**src/rtl/udp_pic_wr_ctrl.sv**
```systemverilog
// udp_pic_wr_ctrl
// Receive-side write controller for the ping-pong picture frame buffer (mac_rx_clk domain).
// Parses UDP image-line packets:
//   MAGIC hi, MAGIC lo, line hi, line lo, then 2*H_ACTIVE pixel bytes.
// Pixel bytes are packed into RGB565 words, each written to line*H_ACTIVE + col.
// The written bank toggles with frame_done once the last word of line V_ACTIVE-1 is written.
// Malformed or truncated packets are dropped and flagged with pkt_err.
// Optional feature macro: PIC_WR_STAT_EN adds saturating frame_cnt / err_cnt outputs.
module udp_pic_wr_ctrl #(
  parameter int          H_ACTIVE = 640,
  parameter int          V_ACTIVE = 480,
  parameter int          ADDR_W   = 19,
  parameter logic [15:0] MAGIC    = 16'hA55A
) (
  input  logic              mac_rx_clk,
  input  logic              rst,
  input  logic [7:0]        udp_rx_data,
  input  logic              udp_rx_en,
  output logic              wr_en,
  output logic [ADDR_W-1:0] wr_addr,
  output logic [15:0]       wr_data,
  output logic              wr_bank,
  output logic              frame_start,
  output logic              frame_done,
  output logic              pkt_err
`ifdef PIC_WR_STAT_EN
  ,
  output logic [15:0]       frame_cnt,
  output logic [15:0]       err_cnt
`endif
);

  localparam int COL_W = (H_ACTIVE > 1) ? $clog2(H_ACTIVE) : 1;

  typedef enum logic [2:0] {
    S_IDLE,
    S_HDR,
    S_PIX,
    S_TAIL,
    S_DROP
  } state_t;

  state_t            state_q,       state_d;
  logic [1:0]        hdr_cnt_q,     hdr_cnt_d;
  logic [7:0]        line_hi_q,     line_hi_d;
  logic [ADDR_W-1:0] base_q,        base_d;
  logic              last_line_q,   last_line_d;
  logic [COL_W-1:0]  col_q,         col_d;
  logic [7:0]        hi_byte_q,     hi_byte_d;
  logic              odd_q,         odd_d;
  logic              done_pend_q,   done_pend_d;
  logic              wr_en_q,       wr_en_d;
  logic [ADDR_W-1:0] wr_addr_q,     wr_addr_d;
  logic [15:0]       wr_data_q,     wr_data_d;
  logic              wr_bank_q,     wr_bank_d;
  logic              frame_start_q, frame_start_d;
  logic              frame_done_q,  frame_done_d;
  logic              pkt_err_q,     pkt_err_d;

  logic [15:0]       line_full;

  assign line_full = {line_hi_q, udp_rx_data};

  // Next-state and registered-output computation for the packet parser.
  always_comb begin
    // NOTE: every _d gets a default first so no path can infer a latch.
    state_d       = state_q;
    hdr_cnt_d     = hdr_cnt_q;
    line_hi_d     = line_hi_q;
    base_d        = base_q;
    last_line_d   = last_line_q;
    col_d         = col_q;
    hi_byte_d     = hi_byte_q;
    odd_d         = odd_q;
    done_pend_d   = 1'b0;
    wr_en_d       = 1'b0;
    wr_addr_d     = wr_addr_q;
    wr_data_d     = wr_data_q;
    wr_bank_d     = wr_bank_q;
    frame_start_d = 1'b0;
    frame_done_d  = 1'b0;
    pkt_err_d     = 1'b0;

    // Frame completion lands one cycle after the final write of the last line.
    if (done_pend_q) begin
      frame_done_d = 1'b1;
      wr_bank_d    = ~wr_bank_q;
    end

    case (state_q)
      S_IDLE: begin
        if (udp_rx_en) begin
          if (udp_rx_data == MAGIC[15:8]) begin
            state_d   = S_HDR;
            hdr_cnt_d = 2'd1;
          end else begin
            state_d   = S_DROP;
            pkt_err_d = 1'b1;
          end
        end
      end

      S_HDR: begin
        if (!udp_rx_en) begin
          state_d   = S_IDLE;
          pkt_err_d = 1'b1;
        end else begin
          case (hdr_cnt_q)
            2'd1: begin
              if (udp_rx_data != MAGIC[7:0]) begin
                state_d   = S_DROP;
                pkt_err_d = 1'b1;
              end else begin
                hdr_cnt_d = 2'd2;
              end
            end
            2'd2: begin
              line_hi_d = udp_rx_data;
              hdr_cnt_d = 2'd3;
            end
            default: begin
              if (32'(line_full) >= 32'(V_ACTIVE)) begin
                state_d   = S_DROP;
                pkt_err_d = 1'b1;
              end else begin
                state_d       = S_PIX;
                col_d         = '0;
                odd_d         = 1'b0;
                // Line base is computed once here so the pixel path only needs an adder.
                base_d        = ADDR_W'(int'(line_full) * H_ACTIVE);
                last_line_d   = (32'(line_full) == 32'(V_ACTIVE - 1));
                frame_start_d = (line_full == 16'd0);
              end
            end
          endcase
        end
      end

      S_PIX: begin
        if (!udp_rx_en) begin
          // Truncated line: earlier words stay written, a dangling high byte is dropped.
          state_d   = S_IDLE;
          pkt_err_d = 1'b1;
        end else if (!odd_q) begin
          hi_byte_d = udp_rx_data;
          odd_d     = 1'b1;
        end else begin
          odd_d     = 1'b0;
          wr_en_d   = 1'b1;
          wr_data_d = {hi_byte_q, udp_rx_data};
          wr_addr_d = base_q + ADDR_W'(col_q);
          if (col_q == COL_W'(H_ACTIVE - 1)) begin
            state_d     = S_TAIL;
            done_pend_d = last_line_q;
          end else begin
            col_d = col_q + COL_W'(1);
          end
        end
      end

      S_TAIL: begin
        if (!udp_rx_en) state_d = S_IDLE;
      end

      S_DROP: begin
        if (!udp_rx_en) state_d = S_IDLE;
      end

      default: state_d = S_DROP;
    endcase
  end

  // State and output registers with synchronous reset; reset parks in DROP so a
  // packet already in flight is skipped until udp_rx_en is seen low.
  always_ff @(posedge mac_rx_clk) begin
    // NOTE: sequential state uses non-blocking assignments so every flop samples pre-edge values.
    if (rst) begin
      state_q       <= S_DROP;
      hdr_cnt_q     <= 2'd0;
      line_hi_q     <= 8'd0;
      base_q        <= '0;
      last_line_q   <= 1'b0;
      col_q         <= '0;
      hi_byte_q     <= 8'd0;
      odd_q         <= 1'b0;
      done_pend_q   <= 1'b0;
      wr_en_q       <= 1'b0;
      wr_addr_q     <= '0;
      wr_data_q     <= 16'd0;
      wr_bank_q     <= 1'b0;
      frame_start_q <= 1'b0;
      frame_done_q  <= 1'b0;
      pkt_err_q     <= 1'b0;
    end else begin
      state_q       <= state_d;
      hdr_cnt_q     <= hdr_cnt_d;
      line_hi_q     <= line_hi_d;
      base_q        <= base_d;
      last_line_q   <= last_line_d;
      col_q         <= col_d;
      hi_byte_q     <= hi_byte_d;
      odd_q         <= odd_d;
      done_pend_q   <= done_pend_d;
      wr_en_q       <= wr_en_d;
      wr_addr_q     <= wr_addr_d;
      wr_data_q     <= wr_data_d;
      wr_bank_q     <= wr_bank_d;
      frame_start_q <= frame_start_d;
      frame_done_q  <= frame_done_d;
      pkt_err_q     <= pkt_err_d;
    end
  end

  assign wr_en       = wr_en_q;
  assign wr_addr     = wr_addr_q;
  assign wr_data     = wr_data_q;
  assign wr_bank     = wr_bank_q;
  assign frame_start = frame_start_q;
  assign frame_done  = frame_done_q;
  assign pkt_err     = pkt_err_q;

`ifdef PIC_WR_STAT_EN
  logic [15:0] frame_cnt_q, frame_cnt_d;
  logic [15:0] err_cnt_q,   err_cnt_d;

  // Saturating counters, stepped in the same cycle as the pulse they count.
  always_comb begin
    frame_cnt_d = frame_cnt_q;
    err_cnt_d   = err_cnt_q;
    if (frame_done_d && (frame_cnt_q != 16'hFFFF)) frame_cnt_d = frame_cnt_q + 16'd1;
    if (pkt_err_d && (err_cnt_q != 16'hFFFF))      err_cnt_d   = err_cnt_q + 16'd1;
  end

  // Statistics registers, cleared by reset.
  always_ff @(posedge mac_rx_clk) begin
    if (rst) begin
      frame_cnt_q <= 16'd0;
      err_cnt_q   <= 16'd0;
    end else begin
      frame_cnt_q <= frame_cnt_d;
      err_cnt_q   <= err_cnt_d;
    end
  end

  assign frame_cnt = frame_cnt_q;
  assign err_cnt   = err_cnt_q;
`endif

endmodule
```
**config.mk**
```make
export PLATFORM = sky130hd
export DESIGN_NAME = udp_pic_wr_ctrl
export DESIGN_NICKNAME = d
export VERILOG_FILES = /design/src/rtl/udp_pic_wr_ctrl.sv
export SDC_FILE = /design/constraint.sdc
export NUM_CORES = 1
export LEC_CHECK = 0
export CAP_MARGIN = 20
export CORE_UTILIZATION = 23
export CTS_CLUSTER_SIZE = 25
export DETAILED_ROUTE_END_ITERATION = 10
export DONT_BUFFER_PORTS = 1
export HOLD_SLACK_MARGIN = 0.05
export SLEW_MARGIN = 25
export SYNTH_ARGS = -nofsm -noshare
export SYNTH_HDL_FRONTEND = slang
export SYNTH_SLANG_ARGS = --single-unit
```
**constraint.sdc**
```tcl
create_clock -name mac_rx_clk -period 4 [get_ports mac_rx_clk]
set_clock_uncertainty 0.05 [all_clocks]
set_input_delay 0.6 -clock mac_rx_clk [delete_from_list [all_inputs] [get_ports mac_rx_clk]]
set_output_delay 0.6 -clock mac_rx_clk [all_outputs]
set_load 0.005 [all_outputs]
```
# Word-level counts from Yosys, hierarchy flattened
# Index checks and enable logic that the tools add are counted.
# W data, S select, Z words.
totals:
  reg_bits: 86
  latchBits: 0
  mem_bits_rw: 0
  romBits: 0
  input_bits: 11
  out_inout_bits: 40
  word_cells: 110
  memories: 0
classes:
  n_addsub: 2
  multipliers: 1
  n_div: 0
  magnitude_cmp: 1
  eq_ne: 25
  shifts: 0
  n_mux: 40
  n_bitwise: 8
  n_reduce_logical: 17
ops:
  columns: ["operator", "n"]
  rows:
  - ["$mux W10", 6]
  - ["$mux W3", 9]
  - ["$pmux W10 S2", 1]
  - ["$add A19 B10 Y19", 1]
  - ["$ne A2 B2 Y1 const B", 9]
  - ["$eq A16 B9 Y1 const B", 1]
  - ["$ge A16 B9 Y1 const B", 1]
  - ["$logic_not A16 Y1", 1]
  - ["$mul A16 B3 Y12 const B", 1]
  - ["$ne A3 B3 Y1 const B", 5]
  - ["$mux W1", 13]
  - ["$pmux W3 S4", 1]
  - ["$reduce_and A6 Y1", 2]
  - ["$add A10 B1 Y10 const B", 1]
  - ["$eq A10 B10 Y1 const B", 1]
  - ["$reduce_and A3 Y1", 3]
  - ["$eq A8 B8 Y1 const B", 1]
  - ["$mux W2", 4]
  - ["$ne A8 B7 Y1 const B", 1]
  - ["$not A1 Y1", 8]
  - ["$pmux W2 S2", 2]
  - ["$reduce_and A7 Y1", 1]
  - ["$eq A3 B2 Y1 const B", 2]
  - ["$pmux W3 S2", 1]
  - ["15 further kinds", 18]

# Longest topological paths before layout
logic_depth:
  ltp_word: 5
  ltp_mapped: 8
  mapped_depth_nobuf: 8

# Worst setup path after synthesis
# OpenSTA, ideal clock, no wires.
synth_path:
  path_type: "input port to flip-flop"
  from: "input port udp_rx_data[1]"
  to: "register base_q[18]"
  setup_ps: 59
  arrival_ps: 2339
  slack_ps: 1551
  path_stages: 8
  n_path_buf: 0
  path_cell_list: "ha_1 ha_1 fa_1 a21oi_1 o2111ai_1 a2111oi_0 a31oi_1 nand2_1"
synth_between:
  elab_chain_len: 3
  elab_cells_between_ends: 4
  classes_between: "1 x mul; 1 x order compare; 1 x bitwise; 1 x reduce/logical"
synth_lines:
  columns: ["element", "line", "source"]
  rows:
  - ["start: declaration", "17", "input logic [7:0] udp_rx_data,"]
  - ["parallel branches: the longest is 3 deep, another holds $mul A16 B3 Y12", null, null]
  - ["end signal: assignment", "198", "base_q <= base_d;"]
  - ["end: declaration", "46", "logic [ADDR_W-1:0] base_q, base_d;"]
# Parallel ways; which one is timed is not known.
# A chain may end at the register's enable or synchronous reset.

# Worst setup path after layout
layout_path:
  from: "register state_q[0]"
  to: "register base_q[18]"
layout_between:
  elab_chain_len: 2
layout_lines:
  columns: ["element", "line", "source"]
  rows:
  - ["start: declaration", "43", "state_t state_q, state_d;"]
  - ["start signal: assignment", "195", "state_q <= state_d;"]
  - ["$eq A3 B1 Y1", "90", "case (state_q)"]
  - ["$reduce_and A4 Y1 (no line)", null, null]
# No other way between the ends.

==> results.sh <==
export IMPL_synth_xor_xnor_area_share_pct=3.02
export IMPL_setup_tns_ns=0
export IMPL_post_cts_setup_buffers=0
export IMPL_avgSynthCellArea_sq_um=8.34
export IMPL_dp_hpwl_mm=7.99
export IMPL_finalSetupViolations=0
export IMPL_power_density_nw_per_um2=382
export IMPL_ys_seq_area_share_pct=39.6
export IMPL_synth_area_leaders="dfxtp_1 40%, nand2_1 6.7%, ha_1 6.6%"
export IMPL_gp_congestion=0.776
export IMPL_synthFlopType="dfxtp_1"
export IMPL_synth_seq_cells=86
export IMPL_relSlewSlack_pct=32.9
export IMPL_ant_nets=0
export IMPL_grt_pass1_vias=3269
export IMPL_dr_pass1_iters=5
export IMPL_fin_crit_ns=2.57
export IMPL_finalPower_mw=1.87
export IMPL_arrival_ns=2.81
export IMPL_synth_top_family_by_area="simple AND/OR/NAND/NOR gates"
export IMPL_ys_async_sr_fraction_pct=0
export IMPL_groute_usage_overall_pct=12.0
export IMPL_die_h_microns=139
export IMPL_area_delta_synth_final_pct=12.3
export IMPL_slew_viol_final=0
export IMPL_cp_slowest_cell="dfxtp_1"
export IMPL_syn_nets=557
export IMPL_htreeDepth=3
export IMPL_leakagePower_nw=1.68
export IMPL_placementRows=49
export IMPL_vdd_ir_drop_worst_uv=227
export IMPL_yosysTopAreaCell="dfxtp_1"
export IMPL_tightest_slew_ns=0.998
export IMPL_max_freq_mhz=390
export IMPL_via_count=3656
export IMPL_critPathKind="register to register"
export IMPL_hold_class="input pin to register"
export IMPL_cts_hold_fix_buffers=0
export IMPL_maxCapViolCount=0
export IMPL_cts_resized=0
export IMPL_cts_root_buf="clkbuf_16"
export IMPL_numCtsBuffers=9
export IMPL_postSynthCellCount=521
export IMPL_die_area_sq_um=19400
export IMPL_start_util_pct=23.9
export IMPL_crit_chain="and4bb_2 > nand4_1 > a2111oi_0 > a31oi_1 > nand2_1"
export IMPL_nets=543
export IMPL_cts_tree="done"
export IMPL_viasPerCell=4.93
export IMPL_path_clk_slew_ns=0.07
export IMPL_io_pins=51
export IMPL_syn_area_sq_um=4350
export IMPL_critPathRequiredTime_ns=4.25
export IMPL_yosysWarnings=0
export IMPL_wirelength_mm=11.4
export IMPL_cp_num_buf_inv=0
export IMPL_synth_cell_types=63
export IMPL_drtIter0Drc=249
export IMPL_grt_pass1_wl_mm=18.2
export IMPL_netlist_area_leader_share_pct=39.6
export IMPL_final_setup_worst_slack_ns=1.43
export IMPL_clk_path_buf_depth=2
export IMPL_drive_gt1_share_pct=5.86
export IMPL_grt_max_degree=95
export IMPL_die_x_microns=139
export IMPL_status="completed"
export IMPL_avgRoutedWirePerCell_microns=15.3
export IMPL_synth_edf_count=0
export IMPL_antenna_found_initial=0
export IMPL_synthAdderAreaFrac_pct=7.54
export IMPL_hold_viol_final=0
export IMPL_startpoint_type="register"
export IMPL_core_sq_um=18200
export IMPL_rsz0062_at_grt="no"
export IMPL_postPlaceCellArea_sq_um=4530
export IMPL_drcViolationCount=0
export IMPL_overflow=0
export IMPL_dpl_worst_slack_ns=1.39
export IMPL_fin_crit_sh_pct=64.2
export IMPL_synth_compound_area_share_pct=17.3
export IMPL_final_area_sq_um=4880
export IMPL_num_antenna_cells=0
export IMPL_synthMuxAreaShare_pct=3.92
export IMPL_path_max_fanout=15
export IMPL_io_buffers=0
export IMPL_max_stage_delay_ns=0.62
export IMPL_clkLatencyLatePin_ns=0.35
export IMPL_worst_setup_path_end_kind="register"
export IMPL_cts_sinks=86
export IMPL_synthSimpleGateAreaFrac_pct=24.6
export IMPL_critical_path_top_delay_family="simple AND/OR/NAND/NOR gates"
[Yosys cell counts (all sizes together) (3+ instances only)]
cell and n:
nand4 8, a21oi 52, xor2 7, buf 8, o21ai 16, or3 6, o211ai 4, nand2 77
nor2b 4, and2 4, o21bai 3, a211oi 8, nor4 3, o31ai 4, a31oi 6, xnor2 8
and4 4, nand3b 6, ha 23, nand3 21, a22oi 3, dfxtp 86, nor3b 3, mux2i 17
nor2 53, inv 14, nor3 15, clkbuf 20, a311oi 3
[power breakdown]
part | leakage [nW] | switching [mW] | internal (mW)
logic | 0.837 | 0.0500 | 0.0394
clock network | 0.150 | 0.381 | 0.525
registers | 0.693 | 0.0107 | 0.859
total | 1.68 | 0.442 | 1.42
[per-layer routing]
metal	vias to the layer above	part of all wire, %	track usage (%)
li1	1852	-	-
met1	1692	47	16.2
met2	100	46	18.3
met3	12	5.5	2.75
met4	0	1.5	4.85
met5	-	0	0
[sequential cells by signal, summed over array words and instances (netlist names)]
name         count
wr_en            1
frame_start      1
state_q          3
col_q           10
frame_done       1
line_hi_q        8
hi_byte_q        8
pkt_err          1
done_pend_q      1
wr_data         16
last_line_q      1
wr_addr         19
hdr_cnt_q        2
base_q          12
odd_q            1
wr_bank          1
[layout make-up]
type,count,area (sq um)
well taps,229,287
flip-flops and latches,86,1720
repair buffers,3,42.5
inverters,14,52.6
fillers,1905,13300
clock inverters,5,65.1
clock buffers,11,253
multi-input cells,393,2460
[through the flow]
stage	hold WS, ns	utilization (%)	std cells
detailed placement	0.394	24.9	724
CTS	0.261	26.6	740
global route	0.250	26.8	741
floorplan	0.381	-	521
finish	0.272	26.8	741
global placement	0.389	24.9	724
[worst register-to-register path: stages (launching register included)]
cell and delay, ns:
dfxtp_1 0.62, and4bb_2 0.52, nand4_1 0.58, a2111oi_0 0.58, a31oi_1 0.08, nand2_1 0.08
[cells in the final DEF (no fill, tap or decap), drive strengths merged, types with 2 or more instances in the layout]
cell type  instances
dfxtp             86
nand2             77
nor2              53
a21oi             52
ha                23
nand3             21
mux2i             17
o21ai             16
inv               16
nor3              15
clkbuf            11
nand4              8
xnor2              8
a211oi             8
xor2               7
nand3b             6
a31oi              6
or3                6
and2               4
o211ai             4
and4               4
nor2b              4
o31ai              4
o21bai             3
nor3b              3
a22oi              3
a311oi             3
nor4               3
buf                3
and4bb             2
o2111ai            2
a2111oi            2
and3               2
nand4b             2
fa                 2
clkinvlp           2
or4                2
o22ai              2
[cells by family after synthesis]
| group | count (synthesis) |
|---|---|
| AO/OA/AOI/OAI | 118 |
| flip-flops | 86 |
| AND/OR/NAND/NOR | 218 |
| buffers and inverters | 42 |
| multiplexers | 17 |
| adder cells (fa/ha/maj) | 25 |
| XOR/XNOR | 15 |
[path summary, 6_finish.rpt]
path	start	endpoint	slack [ns]	cells after the start
max reg2reg	state_q[0]	base_q[18]	1.43	5
max	state_q[0]	base_q[18]	1.43	5
min	rst	wr_addr[5]	0.27	1
min reg2reg	hi_byte_q[2]	wr_data[10]	0.41	2
Note: power is estimated with default switching activity, not from simulation.
